`config.mk`:
```
export PLATFORM = sky130hd
export DESIGN_NAME = bp_fe_bht_update_sched_flat
export DESIGN_NICKNAME = d
export VERILOG_FILES = /design/src/rtl/bp_fe_bht_update_sched_if.sv /design/src/rtl/bp_fe_bht_update_sched.sv /design/src/flat_wrapper.sv
export SDC_FILE = /design/constraint.sdc
export NUM_CORES = 1
export LEC_CHECK = 0
export CAP_MARGIN = 0
export CORE_ASPECT_RATIO = 0.75
export CORE_MARGIN = 3
export CORE_UTILIZATION = 45
export DETAILED_ROUTE_END_ITERATION = 7
export MAX_ROUTING_LAYER = met4
export PLACE_DENSITY = 0.71
export RECOVER_POWER = 25
export SLEW_MARGIN = 30
export SYNTH_ARGS = -nofsm -noshare
export SYNTH_HDL_FRONTEND = slang
export SYNTH_SLANG_ARGS = --single-unit
```
`constraint.sdc`:
```
create_clock -name clk_i -period 2.3 [get_ports clk_i]
set_input_delay 0.23 -clock clk_i [delete_from_list [all_inputs] [get_ports clk_i]]
set_output_delay 0.23 -clock clk_i [all_outputs]
set_load 0.02 [all_outputs]
```
`src/rtl/bp_fe_bht_update_sched_if.sv`:
```
// Update-in / BHT-write-out handshake bundle for the BHT update scheduler.
// slave is the scheduler's view; master is the backend/BHT side.
interface bp_fe_bht_update_sched_if #(
    parameter int bht_idx_width_p    = 8,
    parameter int bht_offset_width_p = 2,
    parameter int ghist_width_p      = 4,
    parameter int bht_row_width_p    = 8
);
    logic                          upd_v_i;
    logic [bht_idx_width_p-1:0]    upd_idx_i;
    logic [bht_offset_width_p-1:0] upd_offset_i;
    logic [ghist_width_p-1:0]      upd_ghist_i;
    logic [bht_row_width_p-1:0]    upd_val_i;
    logic                          upd_correct_i;
    logic                          upd_ready_o;

    logic                          w_v_o;
    logic [bht_idx_width_p-1:0]    w_idx_o;
    logic [bht_offset_width_p-1:0] w_offset_o;
    logic [ghist_width_p-1:0]      w_ghist_o;
    logic [bht_row_width_p-1:0]    w_val_o;
    logic                          w_correct_o;
    logic                          w_yumi_i;

    modport slave (
        input  upd_v_i, upd_idx_i, upd_offset_i, upd_ghist_i, upd_val_i, upd_correct_i,
        output upd_ready_o,
        output w_v_o, w_idx_o, w_offset_o, w_ghist_o, w_val_o, w_correct_o,
        input  w_yumi_i
    );

    modport master (
        output upd_v_i, upd_idx_i, upd_offset_i, upd_ghist_i, upd_val_i, upd_correct_i,
        input  upd_ready_o,
        input  w_v_o, w_idx_o, w_offset_o, w_ghist_o, w_val_o, w_correct_o,
        output w_yumi_i
    );
endinterface

```
`src/rtl/bp_fe_bht_update_sched.sv`:
```
// Queues BHT updates onto the single write port, gated by init, with retry and starvation drop.
// Optional tail coalescing is enabled by defining BP_FE_BHT_UPD_COALESCE_EN.
module bp_fe_bht_update_sched #(
    parameter int bht_idx_width_p    = 8,
    parameter int bht_offset_width_p = 2,
    parameter int ghist_width_p      = 4,
    parameter int bht_row_width_p    = 8,
    parameter int els_p              = 4,
    parameter int max_stall_p        = 8
) (
    input  logic                         clk_i,
    input  logic                         reset_i,
    input  logic                         init_done_i,
    input  logic                         flush_i,
    bp_fe_bht_update_sched_if.slave      bus,
    output logic                         drop_o,
    output logic [$clog2(els_p+1)-1:0]   count_o
);
    localparam int ptr_w   = $clog2(els_p);
    localparam int cnt_w   = $clog2(els_p + 1);
    localparam int stall_w = (max_stall_p > 1) ? $clog2(max_stall_p) : 1;

    localparam logic [1:0] e_reset     = 2'd0;
    localparam logic [1:0] e_wait_init = 2'd1;
    localparam logic [1:0] e_run       = 2'd2;

    logic [1:0]         state_reg, state_next;
    logic [ptr_w-1:0]   rd_ptr_reg, wr_ptr_reg;
    logic [cnt_w-1:0]   count_reg, count_next;
    logic [stall_w-1:0] stall_reg;

    logic [bht_idx_width_p-1:0]    idx_mem     [els_p];
    logic [bht_offset_width_p-1:0] offset_mem  [els_p];
    logic [ghist_width_p-1:0]      ghist_mem   [els_p];
    logic [bht_row_width_p-1:0]    val_mem     [els_p];
    logic                          correct_mem [els_p];

    logic run, not_full, w_v, coalesce_hit, accept, alloc, stall_hit, drop, pop;

    assign run       = (state_reg == e_run);
    assign not_full  = (count_reg < cnt_w'(els_p));
    assign w_v       = run & (count_reg != '0);
    assign stall_hit = (stall_reg == stall_w'(max_stall_p - 1));

`ifdef BP_FE_BHT_UPD_COALESCE_EN
    logic [ptr_w-1:0] tail_ptr;
    logic             merge;
    assign tail_ptr = wr_ptr_reg - 1'b1;
    // Needing two entries keeps the merge target distinct from the head being written out.
    assign coalesce_hit = (count_reg >= cnt_w'(2))
                        & (idx_mem[tail_ptr]    == bus.upd_idx_i)
                        & (ghist_mem[tail_ptr]  == bus.upd_ghist_i)
                        & (offset_mem[tail_ptr] == bus.upd_offset_i);
    assign merge = accept & coalesce_hit;
`else
    assign coalesce_hit = 1'b0;
`endif

    assign bus.upd_ready_o = run & (not_full | coalesce_hit);
    assign accept          = bus.upd_v_i & bus.upd_ready_o & ~flush_i;
    assign alloc           = accept & ~coalesce_hit;

    assign drop = w_v & ~bus.w_yumi_i & stall_hit & ~flush_i;
    assign pop  = (w_v & bus.w_yumi_i & ~flush_i) | drop;

    always_comb begin
        state_next = state_reg;
        case (state_reg)
            e_reset:     state_next = e_wait_init;
            e_wait_init: if (init_done_i) state_next = e_run;
            e_run:       state_next = e_run;
            default:     state_next = e_reset;
        endcase
    end

    always_comb begin
        count_next = count_reg;
        if (flush_i)
            count_next = '0;
        else
            count_next = count_reg + cnt_w'(alloc) - cnt_w'(pop);
    end

    always_ff @(posedge clk_i) begin
        if (reset_i) begin
            state_reg  <= e_reset;
            rd_ptr_reg <= '0;
            wr_ptr_reg <= '0;
            count_reg  <= '0;
            stall_reg  <= '0;
        end else begin
            state_reg <= state_next;
            count_reg <= count_next;
            if (flush_i) begin
                rd_ptr_reg <= '0;
                wr_ptr_reg <= '0;
                stall_reg  <= '0;
            end else begin
                if (alloc) wr_ptr_reg <= wr_ptr_reg + 1'b1;
                if (pop)   rd_ptr_reg <= rd_ptr_reg + 1'b1;
                if (pop)
                    stall_reg <= '0;
                else if (w_v)
                    stall_reg <= stall_reg + 1'b1;
            end
        end
    end

    // Storage carries no reset; contents only matter once counted as occupied.
    always_ff @(posedge clk_i) begin
        if (alloc) begin
            idx_mem[wr_ptr_reg]     <= bus.upd_idx_i;
            offset_mem[wr_ptr_reg]  <= bus.upd_offset_i;
            ghist_mem[wr_ptr_reg]   <= bus.upd_ghist_i;
            val_mem[wr_ptr_reg]     <= bus.upd_val_i;
            correct_mem[wr_ptr_reg] <= bus.upd_correct_i;
        end
`ifdef BP_FE_BHT_UPD_COALESCE_EN
        if (merge) begin
            val_mem[tail_ptr]     <= bus.upd_val_i;
            correct_mem[tail_ptr] <= bus.upd_correct_i;
        end
`endif
    end

    assign bus.w_v_o       = w_v;
    assign bus.w_idx_o     = idx_mem[rd_ptr_reg];
    assign bus.w_offset_o  = offset_mem[rd_ptr_reg];
    assign bus.w_ghist_o   = ghist_mem[rd_ptr_reg];
    assign bus.w_val_o     = val_mem[rd_ptr_reg];
    assign bus.w_correct_o = correct_mem[rd_ptr_reg];
    assign drop_o          = drop;
    assign count_o         = count_reg;
endmodule

```
`src/flat_wrapper.sv`:
```
// flat-port wrapper written by rule: the top's interface ports become plain ports
module bp_fe_bht_update_sched_flat 
#(
    parameter int bht_idx_width_p    = 8,
    parameter int bht_offset_width_p = 2,
    parameter int ghist_width_p      = 4,
    parameter int bht_row_width_p    = 8,
    parameter int els_p              = 4,
    parameter int max_stall_p        = 8
)
  (clk_i, reset_i, init_done_i, flush_i, drop_o, count_o, bus_upd_v_i, bus_upd_idx_i, bus_upd_offset_i, bus_upd_ghist_i, bus_upd_val_i, bus_upd_correct_i, bus_upd_ready_o, bus_w_v_o, bus_w_idx_o, bus_w_offset_o, bus_w_ghist_o, bus_w_val_o, bus_w_correct_o, bus_w_yumi_i);
  bp_fe_bht_update_sched_if #(.bht_idx_width_p(bht_idx_width_p), .bht_offset_width_p(bht_offset_width_p), .ghist_width_p(ghist_width_p), .bht_row_width_p(bht_row_width_p)) bus_i ();
  input  logic clk_i;
  input  logic reset_i;
  input  logic init_done_i;
  input  logic flush_i;
  output logic drop_o;
  output logic [$clog2(els_p+1)-1:0] count_o;
  input wire logic [$bits(bus_i.upd_v_i)-1:0] bus_upd_v_i;
  input wire logic [$bits(bus_i.upd_idx_i)-1:0] bus_upd_idx_i;
  input wire logic [$bits(bus_i.upd_offset_i)-1:0] bus_upd_offset_i;
  input wire logic [$bits(bus_i.upd_ghist_i)-1:0] bus_upd_ghist_i;
  input wire logic [$bits(bus_i.upd_val_i)-1:0] bus_upd_val_i;
  input wire logic [$bits(bus_i.upd_correct_i)-1:0] bus_upd_correct_i;
  output wire logic [$bits(bus_i.upd_ready_o)-1:0] bus_upd_ready_o;
  output wire logic [$bits(bus_i.w_v_o)-1:0] bus_w_v_o;
  output wire logic [$bits(bus_i.w_idx_o)-1:0] bus_w_idx_o;
  output wire logic [$bits(bus_i.w_offset_o)-1:0] bus_w_offset_o;
  output wire logic [$bits(bus_i.w_ghist_o)-1:0] bus_w_ghist_o;
  output wire logic [$bits(bus_i.w_val_o)-1:0] bus_w_val_o;
  output wire logic [$bits(bus_i.w_correct_o)-1:0] bus_w_correct_o;
  input wire logic [$bits(bus_i.w_yumi_i)-1:0] bus_w_yumi_i;
  assign bus_i.upd_v_i = bus_upd_v_i;
  assign bus_i.upd_idx_i = bus_upd_idx_i;
  assign bus_i.upd_offset_i = bus_upd_offset_i;
  assign bus_i.upd_ghist_i = bus_upd_ghist_i;
  assign bus_i.upd_val_i = bus_upd_val_i;
  assign bus_i.upd_correct_i = bus_upd_correct_i;
  assign bus_upd_ready_o = bus_i.upd_ready_o;
  assign bus_w_v_o = bus_i.w_v_o;
  assign bus_w_idx_o = bus_i.w_idx_o;
  assign bus_w_offset_o = bus_i.w_offset_o;
  assign bus_w_ghist_o = bus_i.w_ghist_o;
  assign bus_w_val_o = bus_i.w_val_o;
  assign bus_w_correct_o = bus_i.w_correct_o;
  assign bus_i.w_yumi_i = bus_w_yumi_i;
  bp_fe_bht_update_sched #(.bht_idx_width_p(bht_idx_width_p), .bht_offset_width_p(bht_offset_width_p), .ghist_width_p(ghist_width_p), .bht_row_width_p(bht_row_width_p), .els_p(els_p), .max_stall_p(max_stall_p)) u_core (.clk_i(clk_i), .reset_i(reset_i), .init_done_i(init_done_i), .flush_i(flush_i), .bus(bus_i), .drop_o(drop_o), .count_o(count_o));
endmodule
```
Word-level counts from Yosys, hierarchy flattened
Memories as Yosys holds them, arrays and structs flattened. A register that Yosys moved wholly into a read port is not among the register bits.
Index checks and enable logic that the tools add are counted.
Storage, ports and cells
  bits in registers: 12
  word-level logic and storage cells: 50
  latch bits: 0
  memory bits (writable): 92
  memories: 5
  ROM bits: 0
Memories
  u_core.idx_mem: depth 4, width 8, rd ports 1, clocked after memory_dff 1, wr ports 1, RTL line bp_fe_bht_update_sched.sv:32  | logic [bht_idx_width_p-1:0] idx_mem [els_p];
  u_core.val_mem: depth 4, width 8, rd ports 1, clocked after memory_dff 1, wr ports 1, RTL line bp_fe_bht_update_sched.sv:35  | logic [bht_row_width_p-1:0] val_mem [els_p];
  u_core.ghist_mem: depth 4, width 4, rd ports 1, clocked after memory_dff 1, wr ports 1, RTL line bp_fe_bht_update_sched.sv:34  | logic [ghist_width_p-1:0] ghist_mem [els_p];
  u_core.offset_mem: depth 4, width 2, rd ports 1, clocked after memory_dff 1, wr ports 1, RTL line bp_fe_bht_update_sched.sv:33  | logic [bht_offset_width_p-1:0] offset_mem [els_p];
  u_core.correct_mem: depth 4, width 1, rd ports 1, clocked after memory_dff 1, wr ports 1, RTL line bp_fe_bht_update_sched.sv:36  | logic correct_mem [els_p];
Cells by class
  shift-type cells: 0
  divide/modulo/power cells: 0
  muxes and demuxes: 14
  reduce and logical (&&, ||, !) cells: 4
  equal/unequal tests: 4
  order comparisons: 1
  bitwise operators: 12
  add/sub/neg operators: 5
  multipliers: 0
Operators by type and width (count)
  two-way mux 2 bit: 11
  AND 1 bit: 9
  one-hot mux 2 bit (3 select lines): 1
  adder 2 x 1 -> 2 bit (second input constant): 2
  adder 3 x 1 -> 3 bit: 1
  adder 3 x 1 -> 3 bit (second input constant): 1
  == test 3 bit (second input constant): 1
  < comparator 3 bit (second input constant): 1
  nonzero test 3 bit: 1
  OR reduction 3 bit: 1
  subtractor 3 x 1 -> 3 bit: 1
  == test 2 x 1 -> 1 bit (second input constant): 1
  == test 2 bit (second input constant): 1
  logical NOT 2 bit: 1
  two-way mux 1 bit: 2
  inequality test 2 bit (second input constant): 1
  NOT 1 bit: 2
  OR reduction 2 bit: 1
  bitwise OR 1 bit: 1

Longest topological paths before layout
Gate-level depths: netlist (run 1).
  depth in word-level cells: 8
  mapped depth: 11

Worst setup path before layout (run 1)
Ideal clock, no wire load.
  kind: register to register
  start: reg u_core.stall_reg[0]
  end: reg u_core.count_reg[2] (netlist: u_core.count_o[2])
  setup slack: 0.026 ns
  cell stages (with the launch flop): 12
  buffers on the path: 0
  arrival: 2.160 ns
  path through: dfxtp_1 ha_1 ha_1 nor2_1 nor3_1 ha_1 inv_1 ha_1 fa_1 xnor2_1 xnor2_1 nor2_1
On the way
  word-level cells in the longest chain between the ends: 5
Ends and longest elaborated chain
  from (decl): RTL line bp_fe_bht_update_sched.sv:30  | logic [stall_w-1:0] stall_reg;
  from (signal assigned): RTL line bp_fe_bht_update_sched.sv:104  | stall_reg <= stall_reg + 1'b1;
  == test 3 bit: RTL line bp_fe_bht_update_sched.sv:43  | assign stall_hit = (stall_reg == stall_w'(max_stall_p - 1));
  AND 1 bit (2 in series): RTL line bp_fe_bht_update_sched.sv:63  | assign drop = w_v & ~bus.w_yumi_i & stall_hit & ~flush_i;
  bitwise OR 1 bit: RTL line bp_fe_bht_update_sched.sv:64  | assign pop = (w_v & bus.w_yumi_i & ~flush_i) | drop;
  subtractor 3 x 1 -> 3 bit: RTL line bp_fe_bht_update_sched.sv:81  | count_next = count_reg + cnt_w'(alloc) - cnt_w'(pop);
  to (signal assigned): RTL line bp_fe_bht_update_sched.sv:93  | count_reg <= count_next;
  to (decl): RTL line bp_fe_bht_update_sched.sv:29  | logic [cnt_w-1:0] count_reg, count_next;
No other way between the ends.
A chain may end at the register's enable or synchronous reset.

==> results of run 1 <==
power by group:
group	leakage, nW	internal [mW]	switching [mW]
sequential	0.942	2.14	0.0209
combinational	0.708	0.166	0.166
clock	0.149	0.902	0.622
Yosys cell counts, types with 2 or more instances:
master / number / area (µm²)
sky130_fd_sc_hd__edfxtp_1: 92 / 2760
sky130_fd_sc_hd__mux4_2: 23 / 518
sky130_fd_sc_hd__dfxtp_1: 14 / 280
sky130_fd_sc_hd__ha_1: 11 / 138
sky130_fd_sc_hd__inv_1: 9 / 33.8
sky130_fd_sc_hd__nor2_1: 8 / 30.0
sky130_fd_sc_hd__and2_1: 6 / 37.5
sky130_fd_sc_hd__a21oi_1: 5 / 25.0
sky130_fd_sc_hd__nand2_1: 4 / 15.0
sky130_fd_sc_hd__mux2i_1: 3 / 30.0
sky130_fd_sc_hd__xnor2_1: 3 / 26.3
sky130_fd_sc_hd__buf_1: 2 / 7.51
sky130_fd_sc_hd__buf_4: 2 / 15.0
sky130_fd_sc_hd__nand3_1: 2 / 10.0
sky130_fd_sc_hd__nand3b_1: 2 / 15.0
sky130_fd_sc_hd__o21ai_0: 2 / 10.0
final cells by class:
class	count	share of cell area [%]
multi-input cells	79	18.9
flip-flops and latches	106	58.2
inverters	9	0.645
clock buffers	12	4.90
clock inverters	4	0.980
well taps	108	2.58
repair buffers	70	13.8
worst paths after layout:
kind,slack (ns),from,end
min reg2reg,0.47,u_core.stall_reg[1]$_SDFFE_PP0N_,u_core.stall_reg[1]$_SDFFE_PP0N_
max,0.07,flip-flop,bus_w_idx_o[6]
max reg2reg,0.14,u_core.stall_reg[0]$_SDFFE_PP0N_,u_core.count_o[2]$_SDFF_PP0_
min,0.47,u_core.stall_reg[1]$_SDFFE_PP0N_,u_core.stall_reg[1]$_SDFFE_PP0N_
placed cells by master (no fill, tap or decap), types with 2 or more instances in the layout:
cell and count:
sky130_fd_sc_hd__a21oi_1 5, sky130_fd_sc_hd__and2_1 6, sky130_fd_sc_hd__buf_12 3, sky130_fd_sc_hd__buf_4 10, sky130_fd_sc_hd__clkbuf_16 9, sky130_fd_sc_hd__clkbuf_8 2, sky130_fd_sc_hd__clkdlybuf4s50_1 34, sky130_fd_sc_hd__dfxtp_1 12
sky130_fd_sc_hd__dfxtp_2 2, sky130_fd_sc_hd__dlygate4sd3_1 14, sky130_fd_sc_hd__dlymetal6s2s_1 8, sky130_fd_sc_hd__edfxtp_1 92, sky130_fd_sc_hd__ha_1 7, sky130_fd_sc_hd__ha_2 3, sky130_fd_sc_hd__inv_1 9, sky130_fd_sc_hd__mux2i_1 3
sky130_fd_sc_hd__mux4_2 23, sky130_fd_sc_hd__nand2_1 4, sky130_fd_sc_hd__nand3_1 2, sky130_fd_sc_hd__nand3b_1 2, sky130_fd_sc_hd__nor2_1 7, sky130_fd_sc_hd__o21ai_0 2, sky130_fd_sc_hd__xnor2_1 2
cells by family (layout without fill, tap and decap cells):
family	Yosys count	count (layout)	synth area share, %
AOI/OAI and AO/OA	9	9	1.57
xor gates and xnor gates	3	3	0.646
adders and majority gates	12	12	3.88
buffers and inverters	15	95	1.78
DFF	106	106	74.9
muxes	26	26	13.5
and+or+nand+nor	29	29	3.79
per-layer routing:
layer | part of all wire [%] | vias to the layer above
met5 | 0 | -
met4 | 0.91 | 0
met3 | 5.2 | 10
met2 | 49 | 53
met1 | 45 | 1004
li1 | - | 940
critical path: cells and delay by family, from the launching register on:
| kind | cells | cell delay (ns) |
|---|---|---|
| buffers and inverters | 2 | 0.78 |
| flip-flops | 1 | 0.34 |
| multiplexers | 1 | 0.53 |
per-stage QoR:
stage	setup WS (ns)	hold slack [ns]	utilization (%)
floorplan	0.0255	0.302	-
global placement	0.0499	0.442	56.4
detailed placement	0.0178	0.460	56.4
CTS	0.00167	0.472	60.0
global route	-0.000768	0.517	60.6
finish	0.0735	0.472	60.6
repair_timing:
item / in CTS / in global routing
endpoints found under the hold margin: 0 / 0
pin swaps: 0 / 4
endpoints found under the setup margin: 2 / 10
gates resized for setup: 2 / 17
==> results summary, run 1 <==
Once the floorplan was initialized, standard cells occupied between 40% and 50% of the core. The met3 demand-to-capacity share in global routing came out at 5.88%. The type of element launching the critical path is a flip-flop. The placed standard-cell area is just under 5000 µm². The worst pin sits at a relative slew slack of roughly 78%. The required time at the endpoint of the critical path came out at between 2 and 2.5 ns. The number of post-CTS setup repair buffers is 0. The final non-filler cell area is around 5200 µm². The sequential cell area fraction in the yosys report is 74.9%. The largest net degree at the start of global routing came out at 24. The number of non-filler instances in the completed layout came out at 388. The highest cell delay on the worst timing path came out at 0.56 ns. The routed via count divided by cell count is between 5 and 6. The run finished with clean final reports. The count of antenna-violating nets left after detailed routing came out at 0. The width of the die came out at 116 µm. The clock drives 106 sinks. The worst setup path is captured at a primary output. Setup violations remaining at the end of the flow were counted as 0. The hold violation total from the final report is 0. The I/O pin count is 58. The signal on the critical path passes through buf_12 -> mux4_2 -> clkdlybuf4s50_1. The combined global-route utilization of all metal layers is between 10 and 15%. The maximum clock frequency came out at ~0.45 GHz. The CTS root buffer is sky130_fd_sc_hd__clkbuf_16.

The transition time of the tightest slew-check pin came out at 0.337 ns. The mapped cell area came out at 4070 µm². The maximum root-to-sink buffer count is 2. In this run the standard cell core region covers approximately 8600 µm². The hold path depth is 2. The final layout net count is about 320. Setup repair after global routing could not meet its margin everywhere. Clock skew on the completed layout was measured at between 0.004 and 0.005 ns.

The via count of the first global-routing pass is 2,131. The number of design rule violations left after detail routing came out at 0. The worst hold path belongs to the class reg2reg. The fraction of layout instances using a drive strength above 1 is 21.8%. The TritonCTS clock tree is built. The setup path with the least slack is of type reg2out. The total via count after detailed routing is about 2,000. The fill cell total of the finished layout is around 650.

The CTS buffer count is 9. At the later pin of the worst-skew pair, clock insertion delay measures around 0.34 ns. The worst-path cell with the longest stage delay is sky130_fd_sc_hd__clkdlybuf4s50_1. The global routing stage identified its most utilized layer as met2. In the final layout, flip-flops and latches occupy ~3000 µm².

The area added between synthesis and finish is 28.7%. In the final layout, the registers with the most flip-flops are u_core.idx_mem x32, u_core.val_mem x32, u_core.ghist_mem x16. The number of antenna violations at the first check in global routing came out at 0. The main flop type after synthesis is sky130_fd_sc_hd__edfxtp_1. In this run the tool buffered the top-level ports with 57 buffer cells. The iteration-0 DRC count of the detailed router came out at between 100 and 150. The number of nets in the synthesized netlist is between 200 and 250. The register bit total from synthesis came out at ~110.

The total power consumption of the routed design came out at about 4.0 mW. The areal power density over the cells is roughly 770 nW/µm². The average cell area after synthesis came out at 20.3 µm².

Once detailed placement completed, the half-perimeter wirelength came to between 4 and 5 mm. The detailed-router iteration count before antenna repair is 4. The met2 track demand over resource came out at between 20% and 30%. The total die area came out at 10,200 µm².

The count of standard-cell rows came out at 29. The routed wirelength normalized by instance count is about 18 µm. For this run, global-route usage on met1 was measured as about 18%.

The final layout contains routed wiring with a total length of 6.84 mm. The netlist uses 28 different library cells. The number of maximum-capacitance violations is 0. The area of the multi-input gates is 987 µm².

The clock input transition at the sequential cells of the worst setup and hold paths came out at roughly 0.06 ns. The maximum fanout encountered on the critical timing path came out at 23. The share of synthesized flip-flops with an asynchronous set or reset is 0%. In this run, placement finished with an instance count of ~370.

The max-slew violation count came to 0. In the synthesized netlist, the number of instances is 200. The last weighted congestion value of the routability-driven placer is between 0.6 and 0.7. The count of synthesis-stage warnings from yosys is 0. The first global-routing pass estimated 10.7 mm of wire.

The endpoint arrival time on the critical path is 2.00 ns. Yosys mapped a number of flops with a built-in enable equal to between 90 and 100. The repair_antennas step left the layout with diodes totalling 0.

The final critical delay including setup and external delays came out at 2.23 ns. The floorplan die height came out at 88.3 µm. Hold repair after CTS inserted 0 buffers. The final clock period utilization by the worst path came out at 96.8%. The total overflow reported by the global router is 0.

The depth of the CTS H-tree came out at 3. The static leakage is about 1.8 nW. The maximum vdd drop is 0.527 mV. The cell depth of the worst flop-to-flop path came out at 11. The setup TNS after final layout came out at 0 ns.
(Power assumes the default switching activity.)
==> run 2, diff against run 1 <==
- CTS_CLUSTER_SIZE: not set -> 28
==> results of run 2 <==
No change in the layout: final DEF, timing and power equal those of run 1.
